**config.mk**
```make
export PLATFORM = sky130hd
export DESIGN_NAME = i2s_pcm_transmitter
export DESIGN_NICKNAME = d
export VERILOG_FILES = /design/src/rtl/i2s_pcm_transmitter.sv
export SDC_FILE = /design/constraint.sdc
export NUM_CORES = 1
export LEC_CHECK = 0
export CORE_MARGIN = 2
export CORE_UTILIZATION = 46
export DETAILED_ROUTE_END_ITERATION = 12
export PLACE_DENSITY = 0.71
export SYNTH_ARGS = -nofsm -noshare
export SYNTH_HDL_FRONTEND = slang
export SYNTH_SLANG_ARGS = --single-unit
```
**constraint.sdc**
```tcl
create_clock -name clk -period 5.3 [get_ports clk]
set_clock_uncertainty 0.1 [all_clocks]
set_input_delay 1.325 -clock clk [delete_from_list [all_inputs] [get_ports clk]]
set_output_delay 1.325 -clock clk [all_outputs]
set_load 0.02 [all_outputs]
```
**src/rtl/i2s_pcm_transmitter.sv**
```systemverilog
// I2S transmitter: serializes one stereo PCM pair per frame onto sck/ws/sd (MSB first,
// one sck after each ws edge). Upstream loads pairs into a one-entry holding register.
// Ports: clk/reset (sync, active-high); enable (run request, sampled at frame boundaries);
//        pcm_left/pcm_right/pcm_valid/pcm_ready (holding-register handshake);
//        sck/ws/sd (registered serial outputs); frame_start/underrun (1-cycle status pulses).
module i2s_pcm_transmitter #(
    parameter int NUMBER_OF_BITS = 12,
    parameter int SLOT_BITS      = 16,
    parameter int CLK_DIV        = 2
) (
    input  logic                      clk,
    input  logic                      reset,
    input  logic                      enable,
    input  logic [NUMBER_OF_BITS-1:0] pcm_left,
    input  logic [NUMBER_OF_BITS-1:0] pcm_right,
    input  logic                      pcm_valid,
    output logic                      pcm_ready,
    output logic                      sck,
    output logic                      ws,
    output logic                      sd,
    output logic                      frame_start,
    output logic                      underrun
);
    localparam int DW = (CLK_DIV > 1) ? $clog2(CLK_DIV) : 1;
    localparam int PW = (SLOT_BITS > 1) ? $clog2(SLOT_BITS) : 1;
    localparam int SW = (NUMBER_OF_BITS > 1) ? $clog2(NUMBER_OF_BITS) : 1;
    localparam logic [DW-1:0] DIV_LAST = DW'(CLK_DIV - 1);
    localparam logic [PW-1:0] P_LAST   = PW'(SLOT_BITS - 1);

    typedef enum logic {IDLE, RUN} state_t;

    state_t                    state, state_nxt;
    logic [DW-1:0]             div_cnt, div_nxt;
    logic [PW-1:0]             p, p_nxt;
    logic                      sck_nxt, ws_nxt, sd_nxt;
    logic                      ready_nxt, fs_nxt, ur_nxt;
    logic [NUMBER_OF_BITS-1:0] hold_left, hold_right, hold_left_nxt, hold_right_nxt;
    logic [NUMBER_OF_BITS-1:0] tx_left, tx_right, tx_left_nxt, tx_right_nxt;
    logic                      fs_event;

    // Slot bit p carries sample[N-p] for 1..N; slot bit 0 and the tail pad are zero.
    function automatic logic bit_at(input logic [NUMBER_OF_BITS-1:0] s, input logic [PW-1:0] pos);
        int pi;
        pi = int'(pos);
        bit_at = 1'b0;
        if (pi >= 1 && pi <= NUMBER_OF_BITS) begin
            bit_at = s[SW'(NUMBER_OF_BITS - pi)];
        end
    endfunction

    always_comb begin
        state_nxt      = state;
        div_nxt        = div_cnt;
        p_nxt          = p;
        sck_nxt        = sck;
        ws_nxt         = ws;
        sd_nxt         = sd;
        ready_nxt      = pcm_ready;
        fs_nxt         = 1'b0;
        ur_nxt         = 1'b0;
        hold_left_nxt  = hold_left;
        hold_right_nxt = hold_right;
        tx_left_nxt    = tx_left;
        tx_right_nxt   = tx_right;
        fs_event       = 1'b0;

        // pcm_ready doubles as "holding register empty", so an accept can
        // never collide with the load that empties it.
        if (pcm_valid && pcm_ready) begin
            hold_left_nxt  = pcm_left;
            hold_right_nxt = pcm_right;
            ready_nxt      = 1'b0;
        end

        case (state)
            IDLE: begin
                sck_nxt = 1'b0;
                ws_nxt  = 1'b1;
                sd_nxt  = 1'b0;
                div_nxt = '0;
                p_nxt   = '0;
                if (enable) begin
                    fs_event = 1'b1;
                end
            end
            RUN: begin
                if (div_cnt == DIV_LAST) begin
                    div_nxt = '0;
                    sck_nxt = ~sck;
                    if (sck) begin
                        // Falling edge: advance the bit position, present the next bit.
                        if (p == P_LAST) begin
                            p_nxt  = '0;
                            ws_nxt = ~ws;
                            sd_nxt = 1'b0;
                            if (ws) begin
                                // End of right slot: frame boundary.
                                if (enable) begin
                                    fs_event = 1'b1;
                                end else begin
                                    state_nxt = IDLE;
                                    ws_nxt    = 1'b1;
                                end
                            end
                        end else begin
                            p_nxt  = p + 1'b1;
                            sd_nxt = bit_at(ws ? tx_right : tx_left, p + 1'b1);
                        end
                    end
                end else begin
                    div_nxt = div_cnt + 1'b1;
                end
            end
            default: state_nxt = IDLE;
        endcase

        if (fs_event) begin
            state_nxt = RUN;
            ws_nxt    = 1'b0;
            p_nxt     = '0;
            sd_nxt    = 1'b0;
            sck_nxt   = 1'b0;
            div_nxt   = '0;
            fs_nxt    = 1'b1;
            if (!pcm_ready) begin
                tx_left_nxt  = hold_left;
                tx_right_nxt = hold_right;
                ready_nxt    = 1'b1;
            end else begin
                // Nothing held: send silence. A pair accepted this same cycle
                // stays in the holding register for the next frame.
                tx_left_nxt  = '0;
                tx_right_nxt = '0;
                ur_nxt       = 1'b1;
            end
        end
    end

    always_ff @(posedge clk) begin
        if (reset) begin
            state       <= IDLE;
            div_cnt     <= '0;
            p           <= '0;
            sck         <= 1'b0;
            ws          <= 1'b1;
            sd          <= 1'b0;
            pcm_ready   <= 1'b1;
            frame_start <= 1'b0;
            underrun    <= 1'b0;
            hold_left   <= '0;
            hold_right  <= '0;
            tx_left     <= '0;
            tx_right    <= '0;
        end else begin
            state       <= state_nxt;
            div_cnt     <= div_nxt;
            p           <= p_nxt;
            sck         <= sck_nxt;
            ws          <= ws_nxt;
            sd          <= sd_nxt;
            pcm_ready   <= ready_nxt;
            frame_start <= fs_nxt;
            underrun    <= ur_nxt;
            hold_left   <= hold_left_nxt;
            hold_right  <= hold_right_nxt;
            tx_left     <= tx_left_nxt;
            tx_right    <= tx_right_nxt;
        end
    end
endmodule

```
### Word-level counts from Yosys, hierarchy flattened

Index checks and enable logic that the tools add are counted.
Widths: inputs -> output; s select.

* add/subtract/negate cells: 3
* magnitude comparators: 3
* reduce and logical (&&, ||, !) cells: 6
* bitwise gates (word level): 4
* equal/unequal tests: 6
* muxes and demuxes: 43

Operators by type and width (number)
* $mux 12: 3
* $mux 1: 30
* $mux 4: 3
* $pmux 1 s2: 5
* $pmux 4 s2: 1
* $lt 4x6->1 const B: 1
* $ne 3x1->1 const B: 2
* $add 4x1->4 const B: 1
* $bmux 1 s4: 1
* $eq 4x4->1 const B: 1
* $ge 4x1->1 const B: 1
* $le 4x4->1 const B: 1
* $not 1->1: 4
* $reduce_or 2->1: 2
* $sub 4x4->4 const A: 1
* $ne 3x2->1 const B: 1
* $reduce_and 3->1: 1
* $logic_and 1x1->1: 2
* $ne 2x1->1 const B: 1
* $ne 2x2->1 const B: 1
* $reduce_and 2->1: 1
* $add 1x1->1 const B: 1

* output and inout port bits: 6
* word-level logic and storage cells: 78
* register bits after elaboration: 60
* input bits: 28

### Logic depth before layout (Yosys ltp)

Gate-level depths: netlist of the first run.

* word-level depth: 10
* mapped depth: 9
* depth with buffers taken out: 7

### Least setup slack after synthesis of the first run

No wires, ideal clock.

* path type: input -> register
* start point: in pcm_valid
* end point: reg hold_left[10]
* slack: 3.066 ns
* stages on the path: 5
* path buffers: 2
* data required time: 5.130 ns
* library setup time: 0.070 ns
* data arrival time: 2.063 ns
* path through: and2_1 -> clkbuf_1 -> clkbuf_1 -> nand2_1 -> a21oi_1

* longest elaborated chain between the ends: 1

RTL lines
* start: declaration: RTL line 16 `input logic pcm_valid,`
* $logic_and 1x1->1: RTL line 69 `if (pcm_valid && pcm_ready) begin`
* end signal: assignment: RTL line 164 `hold_left <= hold_left_nxt;`
* end: declaration: RTL line 37 `logic [NUMBER_OF_BITS-1:0] hold_left, hold_right, hold_left_nxt, hold_right_nxt;`

Every way passes these cells.
A chain may end at the register's enable or synchronous reset.

### Worst setup path in the final report of the first run

* start point: reg ws
* end point: out ws

RTL lines
* start: declaration: RTL line 19 `output logic ws,`
* start signal: assignment: RTL line 159 `ws <= ws_nxt;`

No word-level cell between the ends.

==> results of run 1 <==
## path summary, 6_finish.rpt
path	start	to	slack [ps]
max	ws$_SDFFE_PP1P_	ws	2160
min	sd$_SDFFE_PP0P_	sd$_SDFFE_PP0P_	350
max reg2reg	p[0]$_SDFFE_PP0P_	tx_left[2]$_SDFFE_PP0P_	2560
min reg2reg	sd$_SDFFE_PP0P_	sd$_SDFFE_PP0P_	350
## state kept, by name (all words and copies together) (netlist names)
signal,flops
hold_left,12
hold_right,12
tx_left,12
tx_right,12
p,4
div_cnt,1
frame_start,1
pcm_ready,1
sck,1
sd,1
state,1
underrun,1
ws,1
## through the flow
stage	util	hold slack (ps)	worst slack, ps	instance area (um2)	instances
2_1_floorplan	-	336	3070	2480	265
3_3_place_gp	0.540	340	1850	2780	349
3_5_place_dp	0.540	344	1840	2780	349
4_1_cts	0.582	353	2120	2990	365
5_1_grt	0.582	373	1910	2990	365
6_report	0.582	349	2160	2990	365
## routing by layer
layer / global-route usage / share of wire
met5: 0 / 0
met4: 0.0643 / 0.013
met3: 0.0628 / 0.041
met2: 0.272 / 0.48
met1: 0.216 / 0.47
## cell usage in the layout, fill, tap and decap left out, types with 5 or more instances in the layout
master / instances
sky130_fd_sc_hd__a21oi_1: 32
sky130_fd_sc_hd__a22o_1: 20
sky130_fd_sc_hd__clkbuf_8: 9
sky130_fd_sc_hd__clkdlybuf4s50_1: 33
sky130_fd_sc_hd__dfxtp_1: 60
sky130_fd_sc_hd__inv_1: 6
sky130_fd_sc_hd__mux2i_1: 5
sky130_fd_sc_hd__nand2_1: 56
sky130_fd_sc_hd__nor2_1: 6
sky130_fd_sc_hd__o21ai_0: 5
## cell usage after synthesis, drive strengths merged (3+ instances only)
cell type and instances:
a21o 3, a21oi 33, a22o 24, and3 3, buf 10, clkbuf 10
dfxtp 60, inv 8, mux2i 5, mux4 3, nand2 58, nand3 5
nor2 6, nor3 4, o21ai 8, xnor2 3
## layout make-up
cell class / instances / area (um2) / share of cell area
Sequential cell: 60 / 1200 / 0.401
Multi-Input combinational cell: 177 / 1120 / 0.374
Timing Repair Buffer: 34 / 338 / 0.113
Clock buffer: 10 / 128 / 0.0426
Clock inverter: 6 / 88.8 / 0.0297
Tap cell: 70 / 87.6 / 0.0293
Inverter: 8 / 30.0 / 0.0100
## kinds of logic (layout without fill, tap and decap cells)
| family | count (synthesis) | in the layout | share of synthesized area |
|---|---|---|---|
| AO/OA/AOI/OAI | 79 | 79 | 0.222 |
| multiplexers | 10 | 10 | 0.0565 |
| flip-flops | 60 | 60 | 0.484 |
| adder cells (fa/ha/maj) | 2 | 2 | 0.0101 |
| AND/OR/NAND/NOR | 82 | 82 | 0.149 |
| XOR/XNOR | 4 | 4 | 0.0141 |
| buffers and inverters | 28 | 58 | 0.0641 |
## power by group
| group | leakage [nW] | total [W] | internal (W) | switching, W |
|---|---|---|---|---|
| clock network | 0.102 | 0.000441 | 0.000264 | 0.000177 |
| registers | 0.489 | 0.000481 | 0.000468 | 0.0000133 |
| logic | 0.556 | 0.0000729 | 0.0000362 | 0.0000367 |
| total | 1.15 | 0.000995 | 0.000768 | 0.000227 |
==> impl_metrics.csv, run 1 <==
group,metric,value,unit
run_status,outcome,"finished clean",
timing,period_share,0.592,
route,drc_errors,0,
finish,nFillCells,501,
worst_setup_path,critPathTopFamily,"buffers and inverters",
route,drtPass1Iterations,4,
grt,grt_overflow,0,
clocking,cts_resized,0,
finish,layout.nets,320,
route,drtAntennaViolNets,0,
hold_path,hold_path_class,"reg2reg",
power_and_ir_drop,pwr_density_cell,333,mW/mm2
logic_synthesis,synth_top_cells_by_area,"sky130_fd_sc_hd__dfxtp_1, sky130_fd_sc_hd__nand2_1, sky130_fd_sc_hd__a22o_1",
floorplan,floorplan.rows,26,
power_and_ir_drop,leakage,1.15,nW
worst_setup_path,crit_slowest_cell,"sky130_fd_sc_hd__clkdlybuf4s50_1",
timing,finalHoldViolations,0,
timing,slew_headroom,0.210,
worst_setup_path,worst-endpoint-arrival,1710,ps
worst_setup_path,worstPathCellList,"clkdlybuf4s50_1",
logic_synthesis,yosys_register_bits,60,
grt,grt_pass1_vias,1754,
clocking,maximum_root_to_sink_buffer_count,2,
logic_synthesis,synth_warnings,0,
floorplan,io-pin-count,34,
worst_setup_path,worst-r2r-cell-count,6,
route,vias_per_cell,5.21,
route,vias,1901,
job,max_cap_violations,0,
worst_setup_path,critical_path.n_buffers_inverters,1,
clocking,htree_levels,3,
floorplan,die-width,77.4,um
route,routed_wire_length_per_instance,12.5,um
grt,gr-usage-all-layers,0.172,
floorplan,fp.dieArea,0.00599,mm2
worst_setup_path,critPathCaptureType,"output port",
logic_synthesis,syn-num-nets,295,
hold_path,hold_path_depth,2,
timing,clock.fmax,318,MHz
timing,finalSetupViolations,0,
timing,timing.final.max_slew_violations,0,
grt,initial_antenna_violation_count,0,
finish,share_of_final_layout_standard_cells_stronger_than_drive_strength_1,0.119,
clocking,cts_tree,"done",
clocking,clkSlewWorstSetupHoldPaths,60,ps
logic_synthesis,ys_types,43,
logic_synthesis,synth_async_sr_flop_share,0,
clocking,post-cts-setup-buffer-count,0,
clocking,cts_hold_repair.buffers,0,
timing,period_minus_slack,3140,ps
placement,gp_congestion,0.783,
worst_setup_path,crit_type,"reg2out",
worst_setup_path,startpoint_type,"flip-flop",
floorplan,initial_utilization,0.482,
clocking,clkSinkCount,60,
logic_synthesis,synth_area_leader_cell,"sky130_fd_sc_hd__dfxtp_1",
floorplan,die-height,77.4,um
logic_synthesis,synth_largest_type_area_fraction,0.484,
clocking,clk_root_buffer_cell,"sky130_fd_sc_hd__clkbuf_8",
finish,antenna_cells,0,
grt,grt_first_pass_wirelength,8160,um
logic_synthesis,number_of_enable_type_register_cells_in_the_synthesized_netlist,0,
logic_synthesis,ys_dominant_reg_cell,"sky130_fd_sc_hd__dfxtp_1",
clocking,cts_inserted_buffers,9,
timing,tns,0,ps
placement,place.port_buffers,33,
floorplan,design.core.area,0.00514,mm2
timing,slew_at_the_pin_with_the_worst_max_slew_slack,1180,ps
logic_synthesis,post_synth_instance_area,0.00248,mm2
worst_setup_path,path_max_fanout,11,
route,first_iter_violations,70,
route,detail_route.wirelength,4560,um
worst_setup_path,timing.critical_path.slowest_cell_delay,710,ps
grt,largest_net_degree_at_the_start_of_global_routing,33,
clocking,clk-insertion-delay-late,330,ps
placement,detailed_place_hpwl,3150,um
power_and_ir_drop,fin_total_pwr,0.000995,W
logic_synthesis,ys_seq_area_frac,0.484,
timing,grt_setup_unrepaired,"no",
worst_setup_path,worstSetupPathDepth,1,
power_and_ir_drop,worst_ir_drop_vdd,188,uV
logic_synthesis,syn_inst,265,
finish,syn_to_final_growth,20.7,%
logic_synthesis,synthesis.area_per_instance,9.36,um2
worst_setup_path,required,3880,ps
No activity file was read; power rests on OpenSTA's default activity.
==> inputs of run 2 (changes only) <==
--- a/config.mk
+++ b/config.mk
@@ -8,7 +8,7 @@
 export CORE_MARGIN = 2
 export CORE_UTILIZATION = 46
 export DETAILED_ROUTE_END_ITERATION = 12
-export PLACE_DENSITY = 0.71
+export PLACE_DENSITY = 0.73
 export SYNTH_ARGS = -nofsm -noshare
 export SYNTH_HDL_FRONTEND = slang
 export SYNTH_SLANG_ARGS = --single-unit
==> constraint.sdc (replaced) <==
create_clock -name clk -period 2.71 [get_ports clk]
set_clock_uncertainty 0.1 [all_clocks]
set_input_delay 0.6775 -clock clk [delete_from_list [all_inputs] [get_ports clk]]
set_output_delay 0.6775 -clock clk [all_outputs]
set_load 0.02 [all_outputs]
==> impl_metrics.csv, run 2 (same netlist as run 1, synthesis figures left out) <==
group,metric,value,unit
run_status,outcome,"finished clean",
grt,largest_net_degree_at_the_start_of_global_routing,32,
hold_path,hold_path_class,"reg2reg",
clocking,clkSlewWorstSetupHoldPaths,60,ps
clocking,cts_tree,"done",
worst_setup_path,timing.critical_path.slowest_cell_delay,710,ps
placement,place.port_buffers,33,
clocking,clk-insertion-delay-late,350,ps
grt,top_usage_layer,"met2",
timing,clock.fmax,401,MHz
timing,finalHoldViolations,0,
clocking,cts_hold_repair.buffers,0,
route,drtPass1Iterations,4,
finish,share_of_final_layout_standard_cells_stronger_than_drive_strength_1,0.127,
timing,finalSetupViolations,0,
finish,antenna_cells,0,
timing,tns,0,ps
route,detail_route.wirelength,4780,um
worst_setup_path,path_max_fanout,11,
timing,grt_setup_unrepaired,"no",
grt,grt_use_met3,0.0453,
timing,period_share,0.920,
finish,syn_to_final_growth,21.0,%
floorplan,initial_utilization,0.482,
timing,period_minus_slack,2490,ps
worst_setup_path,critical_path.n_buffers_inverters,1,
grt,grt_pass1_vias,1754,
timing,timing.final.max_slew_violations,0,
route,drtAntennaViolNets,0,
worst_setup_path,crit_type,"reg2out",
timing,slew_headroom,0.228,
clocking,clk_root_buffer_cell,"sky130_fd_sc_hd__clkbuf_8",
grt,grt_overflow,0,
clocking,clkSinkCount,60,
route,drc_errors,0,
clocking,cts_inserted_buffers,9,
worst_setup_path,startpoint_type,"flip-flop",
power_and_ir_drop,pwr_density_cell,627,mW/mm2
route,vias,1938,
clocking,maximum_root_to_sink_buffer_count,2,
finish,layout.cells.most_common,"sky130_fd_sc_hd__dfxtp_1",
worst_setup_path,worst-endpoint-arrival,1710,ps
route,first_iter_violations,79,
clocking,htree_levels,3,
worst_setup_path,critPathTopFamily,"buffers and inverters",
grt,initial_antenna_violation_count,0,
route,routed_wire_length_per_instance,12.9,um
timing,slew_at_the_pin_with_the_worst_max_slew_slack,1160,ps
floorplan,die-width,77.4,um
placement,gp_congestion,0.850,
floorplan,die-height,77.4,um
grt,groute.layer.met2.usage,0.266,
timing,hold_ws,351,ps
floorplan,floorplan.rows,26,
finish,layout_common_cells,"sky130_fd_sc_hd__dfxtp_1, sky130_fd_sc_hd__nand2_1, sky130_fd_sc_hd__clkdlybuf4s50_1",
grt,grt.met1_usage,0.219,
floorplan,io-pin-count,34,
worst_setup_path,required,1930,ps
clocking,cts_resized,0,
power_and_ir_drop,worst_ir_drop_vdd,365,uV
power_and_ir_drop,leakage,1.17,nW
floorplan,fp.dieArea,0.00599,mm2
finish,layout.nets,324,
job,max_cap_violations,0,
worst_setup_path,critPathCaptureType,"output port",
clocking,post-cts-setup-buffer-count,0,
placement,detailed_place_hpwl,3260,um
route,vias_per_cell,5.25,
grt,gr-usage-all-layers,0.176,
floorplan,design.core.area,0.00514,mm2
worst_setup_path,crit_slowest_cell,"sky130_fd_sc_hd__clkdlybuf4s50_1",
worst_setup_path,worstPathCellList,"clkdlybuf4s50_1",
finish,nFillCells,466,
grt,grt_first_pass_wirelength,8200,um
==> run 2: cell count changes in the layout (fill, tap and decap cells not counted) <==
cell                         before  now
sky130_fd_sc_hd__clkinv_2         1    2
sky130_fd_sc_hd__clkbuf_8         9   10
sky130_fd_sc_hd__bufinv_16        2    1
sky130_fd_sc_hd__clkbuf_1         1    2
sky130_fd_sc_hd__clkinvlp_4       2    0
sky130_fd_sc_hd__buf_4            1    5
==> run 2: per-stage QoR <==
stage          utilization  std cells  worst slack (ps)  power, W  area, um2
2_1_floorplan            -        265               640   0.00104       2480
3_3_place_gp         0.546        353              8.95   0.00110       2810
3_5_place_dp         0.546        353             -11.8   0.00111       2810
4_1_cts              0.584        369               190   0.00191       3000
5_1_grt              0.584        369              2.29   0.00195       3000
6_report             0.584        369               218   0.00188       3000
==> run 2: layout make-up <==
type,count,area (um2),area share
clock inverters,4,48.8,0.0163
multi-input cells,177,1120,0.373
well taps,70,87.6,0.0292
repair buffers,38,368,0.123
inverters,8,30.0,0.0100
clock buffers,12,145,0.0484
flip-flops and latches,60,1200,0.400
==> run 2: path summary, 6_finish.rpt <==
check	depth (start not counted)	endpoint	slack, ps	start
setup / recovery	1	ws	220	ws$_SDFFE_PP1P_
hold / removal	2	sd$_SDFFE_PP0P_	350	sd$_SDFFE_PP0P_
setup reg to reg	6	p[1]$_SDFFE_PP0P_	270	p[1]$_SDFFE_PP0P_
hold reg to reg	2	sd$_SDFFE_PP0P_	350	sd$_SDFFE_PP0P_
==> run 2: power by group <==
part	internal (W)	switching, W
Sequential	0.000915	0.0000261
Clock	0.000448	0.000348
Combinational	0.0000729	0.0000723
==> run 2: layer usage <==
metal,wire (um),vias up
li1,-,990
met1,2270,902
met2,2220,34
met3,148,12
met4,141,0
met5,0,-
